[src/rtl/dpll_pkg.sv]
// Shared types and constants for the DPLL trim controller.
package dpll_pkg;
   localparam int CODE_W   = 5;
   localparam int CODE_MAX = 26;
   localparam int TRIM_W   = 26;

   typedef enum logic [1:0] {
      WAIT0 = 2'd0,
      WAIT1 = 2'd1,
      TRACK = 2'd2
   } state_t;
endpackage

[src/rtl/dpll_trim_encode.sv]
// Combinational trim code -> 26-bit thermometer for the DCO.
// Bit order is {secondary[12:0], primary[12:0]}, so filling bits from bit 0
// upward puts every primary bit in before any secondary bit, one per step.
module dpll_trim_encode
   import dpll_pkg::*;
(
   input  logic [CODE_W-1:0] code,
   output logic [TRIM_W-1:0] trim
);

   for (genvar i = 0; i < TRIM_W; i++) begin : g_bit
      assign trim[i] = (CODE_W'(i) < code);
   end

endmodule

[src/rtl/dpll_trim_ctrl.sv]
// Frequency-acquisition controller for the trimmed ring-oscillator DCO.
// Counts DCO cycles per osc period and steps a 0..26 trim code toward div.
// Optional lock detector: define DPLL_LOCK_DETECT_EN.
module dpll_trim_ctrl
   import dpll_pkg::*;
#(
   parameter int CNT_W      = 7,
   parameter int HYST       = 1,
   parameter int START_CODE = 13,
   parameter int LOCK_CNT   = 8
) (
   input  logic              clock,
   input  logic              resetb,
   input  logic              enable,
   input  logic              osc,
   input  logic [CNT_W-1:0]  div,
   input  logic              freeze,
   output logic [TRIM_W-1:0] trim,
   output logic              dco_reset,
   output logic [CODE_W-1:0] code,
   output logic              locked
);

   localparam logic [CNT_W-1:0]  CNT_MAX  = {CNT_W{1'b1}};
   localparam logic [TRIM_W-1:0] TRIM_RST = TRIM_W'((64'd1 << START_CODE) - 64'd1);

   // The ring is stopped while cleared, so the clear must not need a clock.
   logic rst_n;
   assign rst_n     = resetb & enable;
   assign dco_reset = ~rst_n;

   logic [2:0]        osc_q;
   logic              ref_edge;
   logic [CNT_W-1:0]  cnt, meas;
   logic              pend;
   state_t            state_q, state_d;
   logic              up, dn;
   logic [CODE_W-1:0] code_nxt;
   logic [TRIM_W-1:0] trim_d;

   // Two-flop synchronizer plus history flop for rising-edge detect.
   always_ff @(posedge clock or negedge rst_n) begin
      if (!rst_n) osc_q <= '0;
      else        osc_q <= {osc_q[1:0], osc};
   end
   assign ref_edge = osc_q[1] & ~osc_q[2];

   // DCO-cycle counter per reference window; meas latches the closing count.
   always_ff @(posedge clock or negedge rst_n) begin
      if (!rst_n) begin
         cnt  <= '0;
         meas <= '0;
      end else if (ref_edge) begin
         cnt  <= CNT_W'(1);
         meas <= cnt;
      end else if (cnt != CNT_MAX) begin
         cnt  <= cnt + 1'b1;
      end
   end

   // FSM state register.
   always_ff @(posedge clock or negedge rst_n) begin
      if (!rst_n) state_q <= WAIT0;
      else        state_q <= state_d;
   end

   // Next state: two edges close out partial windows, then track forever.
   always_comb begin
      state_d = state_q;
      case (state_q)
         WAIT0:   if (ref_edge) state_d = WAIT1;
         WAIT1:   if (ref_edge) state_d = TRACK;
         TRACK:   state_d = TRACK;
         default: state_d = WAIT0;
      endcase
   end

   // Decision is taken the cycle after the edge, from the registered meas.
   always_ff @(posedge clock or negedge rst_n) begin
      if (!rst_n) pend <= 1'b0;
      else        pend <= ref_edge && (state_q == TRACK);
   end

   // Dead-band compare; two extra bits keep div+HYST from wrapping and
   // let div-HYST go negative (so nothing is ever "too slow" near zero).
   always_comb begin
      logic signed [CNT_W+1:0] m_s, hi_s, lo_s;
      m_s  = $signed({2'b00, meas});
      hi_s = $signed({2'b00, div}) + (CNT_W+2)'(HYST);
      lo_s = $signed({2'b00, div}) - (CNT_W+2)'(HYST);
      up   = (meas == CNT_MAX) || (m_s > hi_s);
      dn   = !up && (m_s < lo_s);
      if (freeze || (div == '0)) begin
         up = 1'b0;
         dn = 1'b0;
      end
   end

   // Saturating code step on a pending decision.
   always_comb begin
      code_nxt = code;
      if (pend) begin
         if (up && (code != CODE_W'(CODE_MAX))) code_nxt = code + 1'b1;
         else if (dn && (code != '0))           code_nxt = code - 1'b1;
      end
   end

   dpll_trim_encode u_enc (
      .code (code_nxt),
      .trim (trim_d)
   );

   // Code and trim register together so the DCO sees one clean step.
   always_ff @(posedge clock or negedge rst_n) begin
      if (!rst_n) begin
         code <= CODE_W'(START_CODE);
         trim <= TRIM_RST;
      end else begin
         code <= code_nxt;
         trim <= trim_d;
      end
   end

`ifdef DPLL_LOCK_DETECT_EN
   localparam int LCW = $clog2(LOCK_CNT + 1);
   logic [LCW-1:0] lcnt;

   // Count consecutive hold decisions; any up/down decision restarts.
   always_ff @(posedge clock or negedge rst_n) begin
      if (!rst_n) lcnt <= '0;
      else if (pend) begin
         if (up || dn)                     lcnt <= '0;
         else if (lcnt != LCW'(LOCK_CNT))  lcnt <= lcnt + 1'b1;
      end
   end
   assign locked = (lcnt == LCW'(LOCK_CNT));
`else
   assign locked = 1'b0;
`endif

endmodule

[config.mk]
export PLATFORM = sky130hd
export DESIGN_NAME = dpll_trim_ctrl
export DESIGN_NICKNAME = d
export VERILOG_FILES = /design/src/rtl/dpll_pkg.sv /design/src/rtl/dpll_trim_encode.sv /design/src/rtl/dpll_trim_ctrl.sv
export SDC_FILE = /design/constraint.sdc
export NUM_CORES = 1
export LEC_CHECK = 0
export CAP_MARGIN = 10
export CELL_PAD_IN_SITES_DETAIL_PLACEMENT = 1
export CELL_PAD_IN_SITES_GLOBAL_PLACEMENT = 1
export CORE_MARGIN = 8
export CORE_UTILIZATION = 30
export DETAILED_ROUTE_END_ITERATION = 7
export GPL_ROUTABILITY_DRIVEN = 0
export PLACE_DENSITY_LB_ADDON = 0.1
export SYNTH_ARGS = -nofsm -noshare
export SYNTH_HDL_FRONTEND = slang
export SYNTH_SLANG_ARGS = --single-unit
[constraint.sdc]
create_clock -name clock -period 4.73 [get_ports clock]
set_input_delay 0.946 -clock clock [delete_from_list [all_inputs] [get_ports clock]]
set_output_delay 0.946 -clock clock [all_outputs]
set_load 0.01 [all_outputs]
# [Yosys cells after proc, flatten, opt, wreduce, memory -nomap -nowiden]
# Index checks and enable logic that the tools add are counted.
[word_totals] latchBits=0 rom_bits=0 mem_bits_rw=0 reg_bits=51 out_inout_bits=33 n_memories=0 elab_cells=73 inputBits=12
[classes] addsub=5 n_shift=0 bitwise=4 eq_ne=7 n_div=0 mux=10 n_mul=0 magnitude_cmp=28 reduce_logical=12
[op_table] operator="5-bit less-than comparator (first input constant)" n=10
[op_table] operator="4-bit by 5-bit less-than comparator with 1-bit output (first input constant)" n=8
[op_table] operator="3-bit by 5-bit less-than comparator with 1-bit output (first input constant)" n=4
[op_table] operator="5-bit 2-to-1 mux" n=3
[op_table] operator="7-bit 2-to-1 mux" n=2
[op_table] operator="1-bit by 5-bit less-than comparator with 1-bit output (first input constant)" n=2
[op_table] operator="2-bit by 5-bit less-than comparator with 1-bit output (first input constant)" n=2
[op_table] operator="7-bit by 1-bit adder with 8-bit output (second input constant)" n=1
[op_table] operator="7-bit by 8-bit > comparator with 1-bit output" n=1
[op_table] operator="8-bit less-than comparator" n=1
[op_table] operator="7-bit by 1-bit subtractor with 8-bit output (second input constant)" n=1
[op_table] operator="7-bit by 1-bit adder with 7-bit output (second input constant)" n=1
[op_table] operator="7-bit == test (second input constant)" n=1
[op_table] operator="7-bit zero test" n=1
[op_table] operator="7-bit != test (second input constant)" n=1
[op_table] operator="2-bit case mux with 3 select lines" n=1
[op_table] operator="5-bit by 1-bit adder with 5-bit output (second input constant)" n=1
[op_table] operator="5-bit != test (second input constant)" n=1
[op_table] operator="5-bit nonzero test" n=1
[op_table] operator="5-bit by 1-bit subtractor with 5-bit output (second input constant)" n=1
[op_table] operator="1-bit logical AND" n=4
[op_table] operator="2-bit 2-to-1 mux" n=2
[op_table] operator="2-bit != test (second input constant)" n=2
[op_table] operator="1-bit bitwise AND" n=2
[op_table] operator="9 further kinds" n=12

# [Longest topological paths before layout]
# Gate-level depths: netlist of run 1.
[logic_depth] depth_word=11 depth_mapped=16 ltp_nobuf=15

# [By module]
# Synthesis of run 1 repeated with hierarchy kept, for this count alone.
[unflattened] cells_unflattened=268 hier_area_um2=2697.6
[modules_own_cells] module="dpll_trim_ctrl" seq_area_each_um2=1296.2 area_each_um2=2443.6 n_inst=1 cells_each=219
[modules_own_cells] module="dpll_trim_encode" seq_area_each_um2=0.0 area_each_um2=254.0 n_inst=1 cells_each=49

# [Least setup slack after synthesis of run 1]
# OpenSTA, ideal clock, no wires.
[synth_timing] kind="input to register" startpoint="input div[3]" endpoint="register trim[13]" t_required_ns=4.600 arrival_time_ns=3.733 setup_time_ns=0.130 n_path_buf=2 cell_stages=13 slack_ns=0.867 cell_sequence="buf_2 -> or4_4 -> nor2_1 -> xnor2_1 -> ha_1 -> nor2_1 -> o21ai_0 -> or4b_2 -> nor4_1 -> a41oi_1 -> a211oi_4 -> buf_2 -> o21ai_0"
[synth_via] elab_chain_len=11 elab_cells_between_ends=17 classes_between="2 x add/sub; 3 x order compare; 5 x mux; 7 x reduce/logical"
[synth_lines] element="start: declaration" line="dpll_trim_ctrl.sv:16" rtl="input logic [CNT_W-1:0] div,"
[synth_lines] element="7-bit by 1-bit adder with 8-bit output" line="dpll_trim_ctrl.sv:89" rtl="hi_s = $signed({2'b00, div}) + (CNT_W+2)'(HYST);"
[synth_lines] element="7-bit by 8-bit > comparator with 1-bit output" line="dpll_trim_ctrl.sv:91" rtl="up = (meas == CNT_MAX) || (m_s > hi_s);"
[synth_lines] element="1-bit logical OR" line="dpll_trim_ctrl.sv:91"
[synth_lines] element="1-bit zero test" line="dpll_trim_ctrl.sv:92" rtl="dn = !up && (m_s < lo_s);"
[synth_lines] element="1-bit logical AND" line="dpll_trim_ctrl.sv:92"
[synth_lines] element="1-bit 2-to-1 mux" line="dpll_trim_ctrl.sv:93" rtl="if (freeze || (div == '0)) begin"
[synth_lines] element="1-bit logical AND" line="dpll_trim_ctrl.sv:104" rtl="else if (dn && (code != '0)) code_nxt = code - 1'b1;"
[synth_lines] element="5-bit 2-to-1 mux" line="dpll_trim_ctrl.sv:104"
[synth_lines] element="5-bit 2-to-1 mux (*)" line="dpll_trim_ctrl.sv:103" rtl="if (up && (code != CODE_W'(CODE_MAX))) code_nxt = code + 1'b1;"
[synth_lines] element="5-bit 2-to-1 mux (*)" line="dpll_trim_ctrl.sv:102" rtl="if (pend) begin"
[synth_lines] element="4-bit by 5-bit less-than comparator with 1-bit output (*)" line="dpll_trim_encode.sv:12" rtl="assign trim[i] = (CODE_W'(i) < code);"
[synth_lines] element="named net trim_d[13]" line="dpll_trim_ctrl.sv:39" rtl="logic [TRIM_W-1:0] trim_d;"
[synth_lines] element="end signal: assignment" line="dpll_trim_ctrl.sv:120" rtl="trim <= trim_d;"
[synth_lines] element="end: declaration" line="dpll_trim_ctrl.sv:18" rtl="output logic [TRIM_W-1:0] trim,"
# Mark *: on every way through the listed nets, which the timed path passes. The rest lies on a longest branch.
# A chain may end at the register's enable or synchronous reset.

# [Worst setup path in the final report of run 1]
[layout_timing] startpoint="input div[0]" endpoint="register trim[1]"
[layout_via] elab_chain_len=11 elab_cells_between_ends=17 classes_between="2 x add/sub; 3 x order compare; 5 x mux; 7 x reduce/logical"
[layout_lines] element="7-bit by 1-bit adder with 8-bit output" line="dpll_trim_ctrl.sv:89"
[layout_lines] element="7-bit by 8-bit > comparator with 1-bit output" line="dpll_trim_ctrl.sv:91"
[layout_lines] element="1-bit logical OR" line="dpll_trim_ctrl.sv:91"
[layout_lines] element="1-bit zero test" line="dpll_trim_ctrl.sv:92"
[layout_lines] element="1-bit logical AND" line="dpll_trim_ctrl.sv:92"
[layout_lines] element="1-bit 2-to-1 mux" line="dpll_trim_ctrl.sv:93"
[layout_lines] element="1-bit logical AND" line="dpll_trim_ctrl.sv:104"
[layout_lines] element="5-bit 2-to-1 mux" line="dpll_trim_ctrl.sv:104"
[layout_lines] element="5-bit 2-to-1 mux (*)" line="dpll_trim_ctrl.sv:103"
[layout_lines] element="5-bit 2-to-1 mux (*)" line="dpll_trim_ctrl.sv:102"
[layout_lines] element="named net code_nxt[2]" line="dpll_trim_ctrl.sv:38" rtl="logic [CODE_W-1:0] code_nxt;"
[layout_lines] element="1-bit by 5-bit less-than comparator with 1-bit output (*)" line="dpll_trim_encode.sv:12"
[layout_lines] element="named net trim_d[1]" line="dpll_trim_ctrl.sv:39"
# Marks and branches as above.

==> summary.txt, run 1 <==
Clocking
  • CTS H-Tree Depth: 2
  • # clock sinks: 50
  • Cts hold-fix bufs: 0
  • Clock-pin slew on the worst setup and hold paths: 0.09 ns
  • Post-CTS sizing: 0
  • TritonCTS buffer count: 5
  • Postcts setup bufs: 0
  • CTS Root Cell: clkbuf_8
  • CTS tree: yes
  • Clock insertion delay at the later pin of the skew report: 0.31 ns
  • Clock buffer depth: 2

Timing
  • Worst-margin pin slew: 1.02 ns
  • Total Neg Setup Slack: 0 ns
  • Fin crit period: 4.34 ns
  • Part of the cycle the worst path needs: 91.8%
  • Max-slew violation count: 0
  • Fmax: 230 MHz
  • Skew final: 0.0112 ns
  • Final setup violation count: 0
  • Hold Violations, Final: 0
  • RSZ-0062 raised after global routing: false
  • Slew margin rel.: 31.9%

Route
  • Pre-Repair DR Iteration Count: 4
  • Vias: 2043
  • WL final: 6.67 mm
  • Detail Route Antenna Nets: 0
  • Initial DRC Count: 67
  • Wirelength per Cell: 15.7 microns
  • DR vias/cell: 4.82
  • DR DRC count: 0

Floorplan
  • Die Y: 111 microns
  • Cell row count: 34
  • Ports: 45
  • Core Area: 0.00872 sq mm
  • Die area: 0.0123 sq mm
  • Initial Utilization: 30.9%
  • Die width: 111 microns

Setup path
  • Max stage delay on crit path: 0.54 ns
  • WP buf/inv: 4
  • Worst setup SP type: input port
  • CP Data Required Time: 4.96 ns
  • Max FO, Critical Path: 8
  • CP max stage cell: clkdlybuf4s50_1
  • Worst-path cell chain: clkdlybuf4s50_1 > inv_1 > ha_1 > inv_1 > or3_1 > xor2_1 > ha_1 > o21a_1 > o21ai_0 > a21oi_1 > or3_1 > o22ai_2 > xnor2_1 > inv_2 > nor3_2 > nand2b_1
  • CP Class: in2reg
  • CP top delay family: simple AND/OR/NAND/NOR gates
  • CP endpoint kind: register
  • Crit path DAT: 4.57 ns

Final layout
  • Layout Area Growth over Synthesis: 23.9%
  • Util after Layout: 38.4%
  • Filler Cells Inserted: 992
  • Layout cells sized above 1: 14.2%
  • Nets: 350
  • ANT cells: 0
  • Post-Layout Cell Count: 424

Yosys
  • Register area share after synthesis: 47.1%
  • Post-synthesis net count: 305
  • Async S/R FF share, synth: 100%
  • Number of synthesized flops with an enable pin: 0
  • Predominant post-synthesis flop cell: dfrtp_1
  • Syn Inst Count: 270
  • Synth warn: 0
  • Synthesized area per cell: 10.0 sq um
  • Yosys reg bits: 50
  • Syn Std Cell Area: 0.00270 sq mm
  • Library cells used by synthesis: 54

GRT
  • Initial antenna violation count: 0
  • Vias in the first global route: 2202
  • Largest net degree at the start of global routing: 51
  • Total gr overflow: 0
  • Aggregate global-route resource usage: 11.3%
  • First-pass GRT wire length: 11.7 mm

Pwr
  • Leakage power: 0.00141 uW
  • Worst VDD drop: 0.000201 V
  • P per Cell Area: 431 mW/mm^2

Placement
  • Hpwl dp: 4.97 mm
  • Port Buffers: 43
  • Post-Place Cells: 416

Job
  • Number of max-cap violations: 0

Run status
  • Status: finished clean

Worst hold path
  • Worst Hold Class: reg2reg
==> cells in the final DEF, fill, tap and decap left out, types with 3 or more instances in the layout <==
cell type	instances
a211oi_1	3
clkdlybuf4s50_1	43
nand3_1	13
inv_2	4
xor2_1	7
o21ai_0	10
inv_1	14
xnor2_1	10
or3_1	3
nor2_1	16
a21oi_1	13
nor2b_1	3
o21ai_1	3
dfrtp_1	34
dfstp_2	16
nand2b_1	4
o21a_1	3
nand4_1	5
nand2_1	35
buf_4	7
ha_1	23
clkbuf_8	5
==> cells in the mapped netlist, types with 2 or more instances <==
cell type  count  area (sq um)
nand2_1       35           131
dfrtp_1       34           851
ha_1          23           288
dfstp_2       16           420
nor2_1        16          60.1
inv_1         15          56.3
a21oi_1       13          65.1
nand3_1       13          65.1
o21ai_0       10          50.1
xnor2_1       10          87.6
xor2_1         7          61.3
buf_2          5          25.0
clkbuf_1       5          18.8
nand4_1        5          31.3
nand2b_1       4          25.0
a211oi_1       3          22.5
inv_2          3          11.3
nor2b_1        3          18.8
o21a_1         3          22.5
o21ai_1        3          15.0
or3_1          3          18.8
and3_1         2          12.5
buf_4          2          15.0
nor3_1         2          10.0
nor3_2         2          20.0
nor4_1         2          12.5
o22ai_1        2          12.5
o22ai_2        2          25.0
o31a_1         2          17.5
==> state kept, by name (all words and copies together), names as in the netlist <==
name and count:
osc_q 3, code 4, meas 7, cnt 7, trim 26, pend 1, state_q 2
==> logic make-up after synthesis <==
logic type | Yosys count | synth area share [%]
multiplexers | 2 | 0.788
XOR/XNOR | 17 | 5.52
AO/OA/AOI/OAI | 50 | 12.8
AND/OR/NAND/NOR | 97 | 18.3
other | 1 | 0.139
adder cells (fa/ha/maj) | 23 | 10.7
flip-flops | 50 | 47.1
buffers and inverters | 30 | 4.68
==> worst paths after layout <==
| check | from | endpoint | slack [ns] | cells after the start |
|---|---|---|---|---|
| max | div[0] | trim[1]$_DFF_PN1_ | 0.39 | 16 |
| min | osc_q[0]$_DFF_PN0_ | osc_q[1]$_DFF_PN0_ | 0.35 | 0 |
| max reg2reg | code[0]$_DFF_PN1_ | trim[1]$_DFF_PN1_ | 1.73 | 10 |
| min reg2reg | osc_q[0]$_DFF_PN0_ | osc_q[1]$_DFF_PN0_ | 0.35 | 0 |
| max in group asynchronous | resetb | state_q[1]$_DFFE_PN0P_ | 2.78 | 3 |
| min in group asynchronous | enable | trim[21]$_DFF_PN0_ | 1.31 | 3 |
==> through the flow <==
stage                     hold slack, ns  setup WS, ns  total power, uW  cell area, sq um
after global placement             0.334        0.0358             1200              3260
final                              0.353         0.389             1440              3340
after detailed placement           0.336        0.0543             1210              3260
after floorplan                    0.331         0.867              965              2700
after global routing               0.362        0.0807             1570              3340
after CTS                          0.356         0.366             1470              3340
==> metal layers <==
metal / routed length, microns / part of all wire (%) / GRT usage (%)
met5: 0 / 0 / 0
met4: 76 / 1.1 / 3.24
met3: 237 / 3.6 / 2.60
met2: 2940 / 44 / 17.1
met1: 3410 / 51 / 15.4
==> where the power goes <==
| group | switching (uW) | internal, uW |
|---|---|---|
| Clock | 145 | 106 |
| Combinational | 288 | 268 |
| Sequential | 103 | 532 |
| Total | 536 | 906 |
==> layout make-up <==
| cell class | count | area (sq um) | share of cell area [%] |
|---|---|---|---|
| multi-input combinational | 190 | 1300 | 38.9 |
| sequential | 50 | 1270 | 38.0 |
| timing repair buffer | 50 | 483 | 14.4 |
| tap | 108 | 135 | 4.04 |
| clock buffer | 6 | 72.6 | 2.17 |
| inverter | 18 | 67.6 | 2.02 |
| clock inverter | 2 | 13.8 | 0.412 |
(Power assumes the default switching activity.)
==> run 2: changes to the inputs <==
- SKIP_CTS_REPAIR_TIMING: unset -> 1
- clock period: 4.73 -> 5.41 ns (I/O delays scaled with it)
==> run 2 against run 1 <==
Count of clock-buffer cells in the layout is 1 higher. Sequential share of layout area is 0.20 points higher. Clock skew hardly changed. Global-route usage is 0.13 points lower. Largest cell class unchanged.
==> summary.txt, run 2 (synthesis gave the netlist of run 1 again) <==
Run status
  • Status: finished clean

Clocking
  • TritonCTS buffer count: 5
  • Clock-pin slew on the worst setup and hold paths: 0.09 ns
  • CTS H-Tree Depth: 2
  • CTS Root Cell: clkbuf_8
  • Clock buffer depth: 2
  • CTS tree: yes
  • Clock insertion delay at the later pin of the skew report: 0.30 ns
  • # clock sinks: 50

Timing
  • Slew margin rel.: 30.8%
  • RSZ-0062 raised after global routing: false
  • Worst-margin pin slew: 1.04 ns
  • Max-slew violation count: 0
  • Total Neg Setup Slack: 0 ns
  • Part of the cycle the worst path needs: 85.9%
  • Hold Violations, Final: 0
  • Fin crit period: 4.65 ns
  • Skew final: 0.0115 ns
  • Final setup violation count: 0
  • Fmax: 215 MHz

Final layout
  • Util after Layout: 38.1%
  • ANT cells: 0
  • Layout Area Growth over Synthesis: 23.3%
  • Seq. cell area: 0.00127 sq mm
  • Finished Cell Area: 0.00333 sq mm
  • Top reg by flops: trim
  • Nets: 345
  • Layout cells sized above 1: 12.9%
  • Area of the multi-input gates: 0.00130 sq mm
  • Most frequent cells in the layout: clkdlybuf4s50_1 (43), nand2_1 (35), dfrtp_1 (34)
  • Max FFs per register: 26
  • Most common cell after layout, fill and taps aside: clkdlybuf4s50_1
  • Biggest regs: trim x26, cnt x7, meas x7
  • Filler Cells Inserted: 996

Route
  • Pre-Repair DR Iteration Count: 4
  • Initial DRC Count: 137
  • WL final: 6.57 mm
  • DR vias/cell: 4.85
  • Wirelength per Cell: 15.7 microns
  • Detail Route Antenna Nets: 0
  • DR DRC count: 0
  • Vias: 2033

Floorplan
  • Initial Utilization: 30.9%
  • Die width: 111 microns
  • Die Y: 111 microns
  • Core Area: 0.00872 sq mm
  • Cell row count: 34
  • Ports: 45
  • Die area: 0.0123 sq mm

GRT
  • Largest net degree at the start of global routing: 51
  • First-pass GRT wire length: 11.6 mm
  • Aggregate global-route resource usage: 11.1%
  • Total gr overflow: 0
  • Vias in the first global route: 2258
  • Initial antenna violation count: 0

Placement
  • Port Buffers: 43
  • Placed Area: 0.00322 sq mm
  • Hpwl dp: 4.97 mm

Setup path
  • CP endpoint kind: register
  • CP Class: in2reg
  • CP Data Required Time: 5.64 ns
  • Worst setup SP type: input port
  • Max FO, Critical Path: 11
  • Crit path DAT: 4.87 ns

Pwr
  • P per Cell Area: 386 mW/mm^2
  • Worst VDD drop: 0.000192 V
  • Leakage power: 0.00140 uW

Worst hold path
  • Worst Hold Class: reg2reg

Job
  • Number of max-cap violations: 0
-- run 2: cell types whose count changed in the layout (fill, tap and decap cells not counted), sizes merged --
cell / change
buf: -5
clkbuf: +1
inv: -1
-- run 2: routing by layer --
| metal | up-vias | global-route usage [%] | routed length, microns |
|---|---|---|---|
| li1 | 1002 | - | - |
| met4 | 0 | 2.70 | 47 |
| met2 | 27 | 17.2 | 2930 |
| met1 | 999 | 15.0 | 3300 |
| met5 | - | 0 | 0 |
| met3 | 5 | 2.87 | 282 |
-- run 2: worst max-delay path, cell delays in order --
cell and delay (ns):
clkdlybuf4s50_1 0.54, inv_1 0.17, ha_1 0.20, inv_1 0.06
or3_1 0.32, xor2_1 0.19, ha_1 0.26, o21a_1 0.16
o21ai_0 0.14, a21oi_1 0.07, or3_1 0.50, o22ai_2 0.23
xnor2_1 0.18, buf_4 0.23, inv_2 0.08, nor3_2 0.32
nand2_1 0.11
-- run 2: path summary, 6_finish.rpt --
kind / from / end / slack [ns] / depth (start not counted)
hold reg to reg: osc_q[0]$_DFF_PN0_ / osc_q[1]$_DFF_PN0_ / 0.36 / 0
setup / recovery: div[0] / trim[2]$_DFF_PN1_ / 0.76 / 17
min in group asynchronous: enable / trim[25]$_DFF_PN0_ / 1.45 / 3
hold / removal: osc_q[0]$_DFF_PN0_ / osc_q[1]$_DFF_PN0_ / 0.36 / 0
setup reg to reg: code[0]$_DFF_PN1_ / trim[2]$_DFF_PN1_ / 2.23 / 11
max in group asynchronous: resetb / osc_q[0]$_DFF_PN0_ / 3.32 / 3
-- run 2: power by group --
part / switching, uW / internal, uW / total [uW]
registers: 90.2 / 465 / 555
clock network: 124 / 120 / 244
logic: 254 / 232 / 486
-- run 2: area by class of cell --
cell class | count | area share, %
clock buffers | 7 | 2.93
well taps | 108 | 4.06
clock inverters | 1 | 0.263
multi-input cells | 190 | 39.1
repair buffers | 45 | 13.4
inverters | 18 | 2.03
flip-flops and latches | 50 | 38.2
-- run 2: metrics by stage --
step | total power, uW | hold slack, ns | std cells | setup slack [ns]
floorplan | 844 | 0.331 | 270 | 1.41
global placement | 1050 | 0.332 | 411 | 0.361
detailed placement | 1060 | 0.349 | 411 | 0.409
CTS | 1310 | 0.369 | 419 | 0.708
global route | 1390 | 0.379 | 419 | 0.505
finish | 1290 | 0.361 | 419 | 0.764
